### config.mk
export PLATFORM = sky130hd
export DESIGN_NAME = hazard_stall_ctrl
export DESIGN_NICKNAME = d
export VERILOG_FILES = /design/src/rtl/hazard_stall_ctrl.sv
export SDC_FILE = /design/constraint.sdc
export NUM_CORES = 1
export LEC_CHECK = 0
export ABC_CLOCK_PERIOD_IN_PS = 2300
export CAP_MARGIN = 20
export CORE_UTILIZATION = 35
export CTS_CLUSTER_DIAMETER = 150
export DETAILED_ROUTE_END_ITERATION = 8
export PLACE_DENSITY = 0.82
export SYNTH_ARGS = -nofsm -noshare
export SYNTH_HDL_FRONTEND = slang
export SYNTH_SLANG_ARGS = --single-unit
### constraint.sdc
create_clock -name clk -period 2.3 [get_ports clk]
set_clock_uncertainty 0.1 [all_clocks]
set_input_delay 0.575 -clock clk [delete_from_list [all_inputs] [get_ports clk]]
set_output_delay 0.575 -clock clk [all_outputs]
set_load 0.01 [all_outputs]
### src/rtl/hazard_stall_ctrl.sv
// Pipeline interlock controller: stalls/bubbles the 5-stage pipeline for load-use
// hazards, multi-cycle divides and variable-latency data-memory accesses.
`default_nettype none

module hazard_stall_ctrl #(
  parameter int DIV_CYCLES = 32
) (
  input  logic       clk,
  input  logic       rst_n,
  input  logic [4:0] id_Rs,
  input  logic [4:0] id_Rt,
  input  logic       id_use_rs,
  input  logic       id_use_rt,
  input  logic [4:0] ex_wreg,
  input  logic       ex_MemRead,
  input  logic       ex_div_start,
  input  logic       mem_req,
  input  logic       mem_data_ok,
  output logic       pc_stall,
  output logic       if_id_stall,
  output logic       id_ex_stall,
  output logic       id_ex_flush,
  output logic       ex_mem_stall,
  output logic       ex_mem_flush,
  output logic       mem_wb_flush,
  output logic       div_busy,
  output logic       div_done
);

  localparam int CNT_W = (DIV_CYCLES > 1) ? $clog2(DIV_CYCLES) : 1;
  localparam logic [CNT_W-1:0] CNT_INIT = CNT_W'(DIV_CYCLES - 1);

  typedef enum logic {
    M_IDLE = 1'b0,
    M_WAIT = 1'b1
  } mem_state_e;

  mem_state_e       mem_state_q, mem_state_d;
  logic             busy_q, busy_d;
  logic [CNT_W-1:0] cnt_q, cnt_d;

  logic mem_stall;
  logic div_stall;
  logic div_release;
  logic lu_raw;
  logic lu;
  logic core_stall;

  always_ff @(posedge clk or negedge rst_n) begin
    if (!rst_n) begin
      mem_state_q <= M_IDLE;
      busy_q      <= 1'b0;
      cnt_q       <= '0;
    end else begin
      mem_state_q <= mem_state_d;
      busy_q      <= busy_d;
      cnt_q       <= cnt_d;
    end
  end

  // Once waiting, only data_ok matters; the instruction advances on the data_ok cycle.
  always_comb begin
    mem_state_d = mem_state_q;
    mem_stall   = 1'b0;
    case (mem_state_q)
      M_IDLE: begin
        if (mem_req && !mem_data_ok) begin
          mem_stall   = 1'b1;
          mem_state_d = M_WAIT;
        end
      end
      M_WAIT: begin
        if (mem_data_ok) begin
          mem_state_d = M_IDLE;
        end else begin
          mem_stall = 1'b1;
        end
      end
      default: mem_state_d = M_IDLE;
    endcase
  end

  // The counter keeps draining under a memory stall; release waits for the stall to clear.
  always_comb begin
    busy_d      = busy_q;
    cnt_d       = cnt_q;
    div_stall   = 1'b0;
    div_release = 1'b0;
    if (!busy_q) begin
      if (ex_div_start) begin
        div_stall = 1'b1;
        busy_d    = 1'b1;
        cnt_d     = CNT_INIT;
      end
    end else begin
      div_stall = (cnt_q != '0);
      if (cnt_q != '0) begin
        cnt_d = cnt_q - 1'b1;
      end else if (!mem_stall) begin
        div_release = 1'b1;
        busy_d      = 1'b0;
      end
    end
  end

  always_comb begin
    lu_raw = ex_MemRead && (ex_wreg != 5'd0) &&
             ((id_use_rs && (id_Rs == ex_wreg)) || (id_use_rt && (id_Rt == ex_wreg)));
    core_stall = mem_stall || div_stall;
    lu         = lu_raw && !core_stall;
  end

  assign pc_stall     = rst_n & (core_stall | lu);
  assign if_id_stall  = rst_n & (core_stall | lu);
  assign id_ex_stall  = rst_n & core_stall;
  assign id_ex_flush  = rst_n & lu;
  assign ex_mem_stall = rst_n & mem_stall;
  assign ex_mem_flush = rst_n & div_stall & ~mem_stall;
  assign mem_wb_flush = rst_n & mem_stall;
  assign div_busy     = rst_n & busy_q;
  assign div_done     = rst_n & div_release;

endmodule

`default_nettype wire

==> flow_summary_export.csv <==
group,metric,value,unit
sta,worst-slew-pin-transition,0.469,ns
cts,numCtsBuffers,3,
die,start_util,38.9,%
critical_path,cp-start-kind,"input port",
sta,period_minus_slack,2.36,ns
final_layout,fin_util,68.6,%
synthesis,synth-compound-area-share,17.6,%
drt,wl,1630,um
drt,firstDrtPassIters,4,
placement,dp_cells,116,
synthesis,syn-num-nets,84,
synthesis,synth_top_family_by_area,"simple AND/OR/NAND/NOR gates",
cts,clock_latency,0.25,ns
sta,clock.fmax,0.424,GHz
critical_path,end_kind,"output pin",
drt,wl_per_cell,13.5,um
sta,holdWs,0.288,ns
critical_path,crit_arrival,1.68,ns
die,core_area,1350,um2
synthesis,yosys.area_share.simple,25.0,%
drt,drc,0,
synthesis,synthMuxAreaShare,0,%
synthesis,ys_seq_area_share,33.3,%
global_route,gr-usage-all-layers,20.8,%
critical_path,critical_path_required,1.62,ns
final_layout,areaGrowthSynthToFinish,76.2,%
cts,htree_levels,1,
synthesis,synth_cell_types,28,
final_layout,diodes,0,
cts,clockRootBuffer,"clkbuf_4",
cts,cts_tree,"yes",
min_path,hold_path.class,"in -> async",
critical_path,worstSetupPathType,"in -> out",
sta,report.final.hold_viol_count,0,
sta,fin_crit_sh,102,%
global_route,antenna_found_initial,0,
power,power.density,761,nW/um2
synthesis,syn_avg_cell_area,8.76,um2
critical_path,cp_max_fo,2,
global_route,grt_pass1_vias,541,
final_layout,drive_gt1_share,40.6,%
sta,layout_setup_ws,-0.0575,ns
placement,gp_congestion,0.853,
cts,cts.path.max_buffers,2,
power,p_leak,0.450,nW
final_layout,fin_nets,131,
status,violations,"negative setup slack",
sta,setup_viol,3,
final_layout,nFillCells,111,
cts,path_clk_slew,0.05,ns
synthesis,synth_seq_cells,7,
drt,ant_nets,0,
die,dieArea,1660,um2
final_layout,finalNonFillerCells,121,
sta,maxSlewViolCount,0,
synthesis,synthAdderAreaFrac,2.38,%
die,pin_count,32,
synthesis,syn_inst,60,
critical_path,slowest_stage,"dlygate4sd2_1",
global_route,grt_max_degree,10,
die,die_y,40.8,um
drt,viasPerCell,5.07,
placement,io_buffer_count,31,
power,vdd_drop_max,630,uV
global_route,gr-total-overflow,0,
final_layout,final_area,926,um2
flow_run,drv_cap,0,
drt,first_iter_violations,7,
sta,slew_headroom,68.4,%
synthesis,mappedNetlistArea,526,um2
placement,post_dp_cell_area,930,um2
synthesis,yosys_warnings,0,
placement,place_hpwl,1280,um
status,status,"finished, violations left",
synthesis,synthXorXnorAreaFrac,16.7,%
critical_path,cp_cell_sequence,"dlygate4sd2_1 > nor2_2 > a31oi_2 > buf_4 > o21a_1 > o21bai_1 > buf_2",
die,die_x,40.8,um
drt,num_vias,613,
sta,finalSetupTns,-0.156,ns
critical_path,crit_path_max_incr_delay,0.25,ns
cts,clock_sinks,7,
sta,rsz0062_at_grt,"true",
critical_path,critical_path_buf_inv_count,3,
critical_path,critical_path.top_delay_family,"buffers and inverters",
global_route,grt_pass1_wl,2260,um
die,rows,13,
[report_power, final]
group | leakage [nW] | switching [W] | internal, W | total, W
logic | 0.355 | 0.000175 | 0.000213 | 0.000388
registers | 0.0802 | 0.0000334 | 0.000175 | 0.000208
clock network | 0.0150 | 0.0000424 | 0.0000660 | 0.000108
[registers in the layout, indices dropped and copies added (netlist names)]
name         flops
mem_state_q      1
busy_q           1
cnt_q            5
[layout by cell type (no fill, tap or decap), drive strengths merged, types with 2 or more instances in the layout]
cell           netlist  final
a21oi                3      3
and2                 3      3
and3                 2      2
buf                  2     28
clkbuf               0      6
clkdlybuf4s15        0      4
clkdlybuf4s50        0      3
dfrtp                7      7
dlygate4sd2          0      6
inv                  3      3
nand2                2      2
nor2                 7      7
nor2b                2      2
nor3                 2      2
nor4                 3      3
o21bai               2      2
xnor2                2      2
xor2                 8      8
[cell families (layout without fill, tap and decap cells)]
kind of cell | count (synthesis) | in the layout
and+or+nand+nor | 24 | 24
DFF | 7 | 7
buffers and inverters | 5 | 51
adders and majority gates | 1 | 1
AOI/OAI and AO/OA | 13 | 13
xor gates and xnor gates | 10 | 10
[metal layers]
layer / vias to the layer above / global-route usage (%) / share of wire (%)
met5: - / 0 / 0
met2: 14 / 32.5 / 52
li1: 306 / - / -
met4: 0 / 7.50 / 0.73
met3: 2 / 6.52 / 4.2
met1: 291 / 26.8 / 43
[Yosys cell counts]
cell type / instances / area (um2)
nor4_1: 2 / 12.5
xnor2_1: 2 / 17.5
nand2_1: 2 / 7.51
a221o_1: 1 / 10.0
o32a_1: 1 / 10.0
a32oi_1: 1 / 8.76
o211ai_1: 1 / 7.51
nor2_1: 7 / 26.3
and3_1: 2 / 12.5
nor4_2: 1 / 12.5
dfrtp_1: 7 / 175
a31oi_1: 1 / 6.26
xor2_1: 8 / 70.1
ha_1: 1 / 12.5
buf_4: 2 / 15.0
or2_2: 1 / 6.26
o21a_1: 1 / 7.51
a21boi_0: 1 / 7.51
nor2b_1: 2 / 12.5
inv_1: 3 / 11.3
and2_1: 2 / 12.5
or4_1: 1 / 7.51
nand3_1: 1 / 5.00
a21oi_1: 3 / 15.0
nor3_1: 2 / 10.0
and2_0: 1 / 6.26
o21bai_1: 2 / 15.0
o21ai_0: 1 / 5.00
[stage by stage]
stage	total power [W]	setup WS [ns]
floorplan	0.000377	0.0628
global placement	0.000569	-0.867
detailed placement	0.000589	-0.895
CTS	0.000693	-0.0641
global route	0.000756	-0.152
finish	0.000705	-0.0575
[path summary, 6_finish.rpt]
check	start	end	slack [ns]	cells after the start
max	ex_div_start	if_id_stall	-0.06	7
min	rst_n	mem_state_q	0.29	2
max reg2reg	cnt_q[0]	cnt_q[3]	0.70	6
min reg2reg	cnt_q[4]	cnt_q[4]	0.42	1
max in group asynchronous	rst_n	cnt_q[0]	1.70	2
min in group clk	cnt_q[4]	cnt_q[4]	0.42	1
[what timing repair did]
action | 4_1_cts | 5_1_grt
setup endpoints to repair | 9 | 7
buffers inserted | 1 | 0
resized for setup | 86 | 7
hold buffers | 0 | 0
pin swaps | 17 | 3
[final cells by class]
type,count,area [um2],share of cell area (%)
Multi-Input combinational cell,48,359,38.8
Timing Repair Buffer,44,335,36.2
Sequential cell,7,175,18.9
Clock buffer,4,26.3,2.84
Tap cell,15,18.8,2.03
Inverter,3,11.3,1.22
(Power assumes the default switching activity.)
